**config.mk**
```make
export PLATFORM = sky130hd
export DESIGN_NAME = yc_config
export DESIGN_NICKNAME = d
export VERILOG_FILES = /design/src/rtl/yc_pkg.sv /design/src/rtl/yc_cfg_decode.sv /design/src/rtl/yc_config.sv
export SDC_FILE = /design/constraint.sdc
export NUM_CORES = 1
export LEC_CHECK = 0
export CAP_MARGIN = 25
export CORE_AREA = 2 2 39 41
export CTS_CLUSTER_DIAMETER = 40
export DETAILED_ROUTE_END_ITERATION = 10
export DIE_AREA = 0 0 41 43
export GPL_TIMING_DRIVEN = 0
export HOLD_SLACK_MARGIN = 0.1
export PLACE_DENSITY = 0.44
export RECOVER_POWER = 50
export SLEW_MARGIN = 40
export SYNTH_ARGS = -nofsm -noshare
export SYNTH_HDL_FRONTEND = slang
export SYNTH_SLANG_ARGS = --single-unit
export TNS_END_PERCENT = 30
```
**constraint.sdc**
```tcl
create_clock -name confclk -period 1 [get_ports confclk]
set_input_delay 0.2 -clock confclk [delete_from_list [all_inputs] [get_ports confclk]]
set_output_delay 0.2 -clock confclk [all_outputs]
set_load 0.05 [all_outputs]
```
**src/rtl/yc_pkg.sv**
```systemverilog
// Shared definitions for the ycell configuration store: code width and the
// eight 3-bit cell codes.
package yc_pkg;

  localparam int unsigned CFG_W = 3;

  localparam logic [CFG_W-1:0] CODE_SPACE = 3'b000;
  localparam logic [CFG_W-1:0] CODE_PLUS  = 3'b001;
  localparam logic [CFG_W-1:0] CODE_HWIRE = 3'b010;
  localparam logic [CFG_W-1:0] CODE_VWIRE = 3'b011;
  localparam logic [CFG_W-1:0] CODE_ONE   = 3'b100;
  localparam logic [CFG_W-1:0] CODE_ZERO  = 3'b101;
  localparam logic [CFG_W-1:0] CODE_Y     = 3'b110;
  localparam logic [CFG_W-1:0] CODE_N     = 3'b111;

endpackage : yc_pkg

```
**src/rtl/yc_cfg_decode.sv**
```systemverilog
// Combinational decode of a ycell code into its control lines.
// Ports:
//   cfg                                  - cell code
//   empty                                - code is space
//   hblock/hbypass/hmatch0/hmatch1       - horizontal controls (one-hot or zero)
//   vblock/vbypass/vmatch0/vmatch1       - vertical controls (one-hot or zero)
module yc_cfg_decode
  import yc_pkg::*;
(
  input  logic [CFG_W-1:0] cfg,
  output logic             empty,
  output logic             hblock,
  output logic             hbypass,
  output logic             hmatch0,
  output logic             hmatch1,
  output logic             vblock,
  output logic             vbypass,
  output logic             vmatch0,
  output logic             vmatch1
);

  // Code to control-line table; unknown codes leave everything deasserted.
  always_comb begin
    empty   = 1'b0;
    hblock  = 1'b0;
    hbypass = 1'b0;
    hmatch0 = 1'b0;
    hmatch1 = 1'b0;
    vblock  = 1'b0;
    vbypass = 1'b0;
    vmatch0 = 1'b0;
    vmatch1 = 1'b0;
    case (cfg)
      CODE_SPACE: begin
        empty  = 1'b1;
        hblock = 1'b1;
        vblock = 1'b1;
      end
      CODE_PLUS: begin
        hbypass = 1'b1;
        vbypass = 1'b1;
      end
      CODE_HWIRE: begin
        hbypass = 1'b1;
        vblock  = 1'b1;
      end
      CODE_VWIRE: begin
        hblock  = 1'b1;
        vbypass = 1'b1;
      end
      CODE_ONE: begin
        hmatch1 = 1'b1;
        vmatch1 = 1'b1;
      end
      CODE_ZERO: begin
        hmatch0 = 1'b1;
        vmatch0 = 1'b1;
      end
      CODE_Y: begin
        hmatch1 = 1'b1;
        vmatch0 = 1'b1;
      end
      CODE_N: begin
        hmatch0 = 1'b1;
        vmatch1 = 1'b1;
      end
      default: ;
    endcase
  end

endmodule : yc_cfg_decode

```
**src/rtl/yc_config.sv**
```systemverilog
// Per-cell configuration store for a Morphle Logic ycell. A 3-bit code is
// shifted in msb first on confclk and decoded into the cell control lines.
// Cells chain cbitout->cbitin, so each cell delays the stream by 3 clocks.
// Ports:
//   confclk  - configuration clock (rising edge)
//   reset    - synchronous active-high clear of the code register
//   cbitin   - serial code bit in
//   cbitout  - serial code bit out (current code msb)
//   empty, h*/v* - combinational decode of the current code
module yc_config
  import yc_pkg::*;
(
  input  logic confclk,
  input  logic reset,
  input  logic cbitin,
  output logic cbitout,
  output logic empty,
  output logic hblock,
  output logic hbypass,
  output logic hmatch0,
  output logic hmatch1,
  output logic vblock,
  output logic vbypass,
  output logic vmatch0,
  output logic vmatch1
);

  logic [CFG_W-1:0] cfg;

  // Code shift register; reset wins over shifting.
  always_ff @(posedge confclk) begin
    if (reset) begin
      cfg <= '0;
    end else begin
      cfg <= {cfg[CFG_W-2:0], cbitin};
    end
  end

  assign cbitout = cfg[CFG_W-1];

  yc_cfg_decode u_decode (
    .cfg     (cfg),
    .empty   (empty),
    .hblock  (hblock),
    .hbypass (hbypass),
    .hmatch0 (hmatch0),
    .hmatch1 (hmatch1),
    .vblock  (vblock),
    .vbypass (vbypass),
    .vmatch0 (vmatch0),
    .vmatch1 (vmatch1)
  );

endmodule : yc_config

```
* Word-level counts from Yosys, hierarchy flattened
Index checks and enable logic that the tools add are counted.
** Word-level totals
- Register bits :: 3
- Word-level logic and storage cells :: 26
- Output and inout port bits :: 10
- Input port bits :: 3
** Operators by class
- Multiplexer cells :: 9
- Equal/unequal tests :: 7
- Reduce and logical (&&, ||, !) cells :: 9
** Operators by type and width (number)
- $reduce_or A2 Y1 :: 8
- $eq A3 B3 Y1 const B :: 4
- $mux W1 :: 9
- $eq A3 B2 Y1 const B :: 2
- $eq A3 B1 Y1 const B :: 1
- $logic_not A3 Y1 :: 1

* Longest topological paths before layout
- Depth in word-level cells :: 3
- Mapped depth :: 3
- Depth with buffers taken out :: 2

* Hierarchy
A second synthesis with hierarchy kept.
** Unflattened totals
- Cell total of the unflattened synthesis :: 18
- Area, all modules :: 156.4 sq um
** By module, submodules not included
- yc_config :: times used 1, sequential area each 60.1 sq um, cells an instance 6, area an instance 78.8 sq um
- yc_cfg_decode :: times used 1, sequential area each 0.0 sq um, cells an instance 12, area an instance 77.6 sq um

* Least setup slack after synthesis
Ideal clock, no wire load.
- Kind :: flip-flop to output port
- From :: register cfg[2]
- To :: output port empty
- Cell stages (with the launch flop) :: 2
- Required time :: 0.800 ns
- Arrival time :: 1.650 ns
- Setup slack :: -0.850 ns
- Buffers on the path :: 0
- Cell sequence :: dfxtp_1 nor3_1
** On the way
- Longest elaborated chain between the ends :: 2
** Ends and longest elaborated chain
- start, declared :: line yc_config.sv:28 : logic [CFG_W-1:0] cfg;
- start signal, assigned :: line yc_config.sv:35 : cfg <= {cfg[CFG_W-2:0], cbitin};
- $logic_not A3 Y1 :: line yc_cfg_decode.sv:33 : case (cfg)
- $mux W1 :: line yc_cfg_decode.sv:33
- end, declared :: line yc_config.sv:17 : output logic empty,
Every way passes these cells.

* Final worst setup path
- From :: register cfg[0]
- To :: output port vmatch0
** On the way
- Longest elaborated chain between the ends :: 3
- Elaborated cells between the ends (all ways) :: 4
- Those cells by class :: 2 x eq/ne; 1 x mux; 1 x reduce/logical
** Ends and longest elaborated chain
- $eq A3 B3 Y1 :: line yc_cfg_decode.sv:33
- $reduce_or A2 Y1 (no source line) *
- $mux W1 * :: line yc_cfg_decode.sv:33
- end, declared :: line yc_config.sv:24 : output logic vmatch0,
Every way passes the cells marked *; elsewhere a longest branch is shown, timed or not.

==> results.json <==
{
  "outcome": "finished with violations",
  "violations": "setup timing",
  "port_buffers": 12,
  "worstPathArrival_ps": 1190,
  "cp.buffers_inverters": 2,
  "die_x_um": 41,
  "syn_inst": 18,
  "synth_area_leaders": "dfxtp_1, nor2b_1, and2_1",
  "grt_pass1_vias": 163,
  "grt_max_degree": 11,
  "fin_total_pwr_mw": 0.555,
  "min_from": "cbitin",
  "cts-root-buf": "clkbuf_4",
  "layout_setup_ws_ps": -386,
  "hold_viol": 0,
  "setup_viol": 10,
  "post-route-util_pct": 33.6,
  "slew_headroom_pct": 81.7,
  "ys_ff_latch": 3,
  "vias": 184,
  "wl_met3_um": 76,
  "top_register": "cfg",
  "dieArea_um2": 1760,
  "rows": 14,
  "ys_types": 8,
  "m1WireLength_um": 149,
  "final_area_um2": 465,
  "gp_congestion": 0.528,
  "insertion_delay_ps": 230,
  "dpl_worst_slack_ps": -799,
  "clk_pin_slew_ps": 40,
  "synth_nets": 21,
  "power.density_nw_per_um2": 1190,
  "netlist_area_um2": 151,
  "hp-class": "in -> reg",
  "cap_violations": 0,
  "firstDrtPassIters": 1,
  "fillerInstances": 141,
  "p_leak_nw": 0.186,
  "crit_required_ps": 800,
  "ios": 13,
  "cp-startpoint": "cfg[0]",
  "cts_made_buffers": 3,
  "grt-ovfl-total": 0,
  "core_um2": 1380,
  "final_net_count": 39,
  "clock_path_buffers": 2,
  "rsz0062_at_grt": "true",
  "cp-start-kind": "register",
  "syn_avg_cell_area_um2": 8.41,
  "reg2reg_from": "cfg[0]",
  "drive_gt1_share_pct": 82.9,
  "grt_antenna_before_repair": 0,
  "slew_violations": 0,
  "crit_type": "reg -> out",
  "htree_levels": 1,
  "route.antenna.remaining_nets": 0,
  "ir_worst_vdd_mv": 0.841,
  "diodes": 0,
  "synthDominantCellAreaShare_pct": 39.7,
  "critPathMaxStageDelay_ps": 330,
  "finalCriticalPeriod_ps": 1390,
  "yosysSeqAreaShare_pct": 39.7,
  "grt_pass1_wl_um": 669,
  "tritoncts": "yes",
  "worstPathMaxFanout": 7,
  "syn2layout_area_growth_pct": 207,
  "largest_reg_flops": 3,
  "yosys_warnings": 0,
  "dp.cells": 46,
  "cts_sinks": 3,
  "wl_per_cell_um": 8.57,
  "dr_wl_met2_um": 211,
  "path_delay_family": "flip-flops",
  "stdcell_count": 51,
  "highest_layer": "met3",
  "vias_per_cell": 3.61,
  "initial_core_util_pct": 10.9,
  "hpwlAfterDp_um": 321,
  "critPathCaptureType": "primary output",
  "drt_wl_total_um": 437,
  "synth_top_area_cell": "dfxtp_1",
  "placed_cell_area_um2": 377,
  "clock_skew_ps": 0.180,
  "drcViolationCount": 0,
  "track_usage_pct": 6.43,
  "worst_slew_pin_slew_ps": 276,
  "die_height_um": 43,
  "reg.largest.list": "cfg x3",
  "crit_path_cell_trace": "buf_12 > xor2_4 > and2_4 > buf_8",
  "critPathSlowestCell": "dfxtp_2",
  "clock.fmax_ghz": 0.722,
  "fin_crit_sh_pct": 139,
  "drtIter0Drc": 0
}
layer usage:
layer	vias up	track usage [%]
met5	-	0
met2	17	8.75
met3	0	6.28
met1	78	5.79
met4	0	4.00
li1	89	-
area by class of cell:
class                   instances  area, um2  share of cell area [%]
plain buffers                   1       20.0                    4.30
well taps                      16       20.0                    4.30
clock buffers                   4       26.3                    5.65
multi-input cells              14        171                    36.8
flip-flops and latches          3       68.8                    14.8
repair buffers                 13        159                    34.1
power breakdown:
| group | internal, mW | switching (mW) |
|---|---|---|
| logic | 0.0919 | 0.111 |
| registers | 0.123 | 0.0127 |
| clock network | 0.150 | 0.0664 |
| total | 0.364 | 0.190 |
synthesized netlist by cell type:
library cell  number
xnor2_1            1
dfxtp_1            3
nor2_1             3
and2_1             3
nor3_1             1
buf_4              1
xor2_1             1
nor2b_1            5
cell families (layout without fill, tap and decap cells):
group,count (synthesis),in the layout,share of synthesized area (%)
and+or+nand+nor,12,12,43.8
DFF,3,3,39.7
xor gates and xnor gates,2,2,11.6
buffers and inverters,1,18,4.96
through the flow:
stage	TNS [ps]	hold slack, ps
after floorplan	-625	262
after global routing	-3360	532
after global placement	-6330	553
final	-2840	513
after CTS	-2720	509
after detailed placement	-6390	562
cell usage in the layout, fill, tap and decap left out, drive strengths merged:
master and count:
nor2b 5, nor3 1, clkdlybuf4s50 1, clkdlybuf4s15 1, clkbuf 4, dlygate4sd3 1, xnor2 1, dfxtp 3
xor2 1, and2 3, buf 11, nor2 3
path summary, 6_finish.rpt:
kind	to	slack, ps	cells after the start
worst max-delay path	vmatch0	-390	4
worst min register to register	cfg[2]	560	1
worst max register to register	cfg[1]	310	2
worst min-delay path	cfg[0]	510	2
timing repair:
| action | CTS | global route |
|---|---|---|
| setup endpoints to repair | 10 | 10 |
| endpoints found under the hold margin | 0 | 0 |
| hold buffers | 0 | 0 |
| pin swaps | 1 | 1 |
| resized for setup | 73 | 3 |
| buffers inserted | 0 | 1 |
Note: power is estimated with default switching activity, not from simulation.
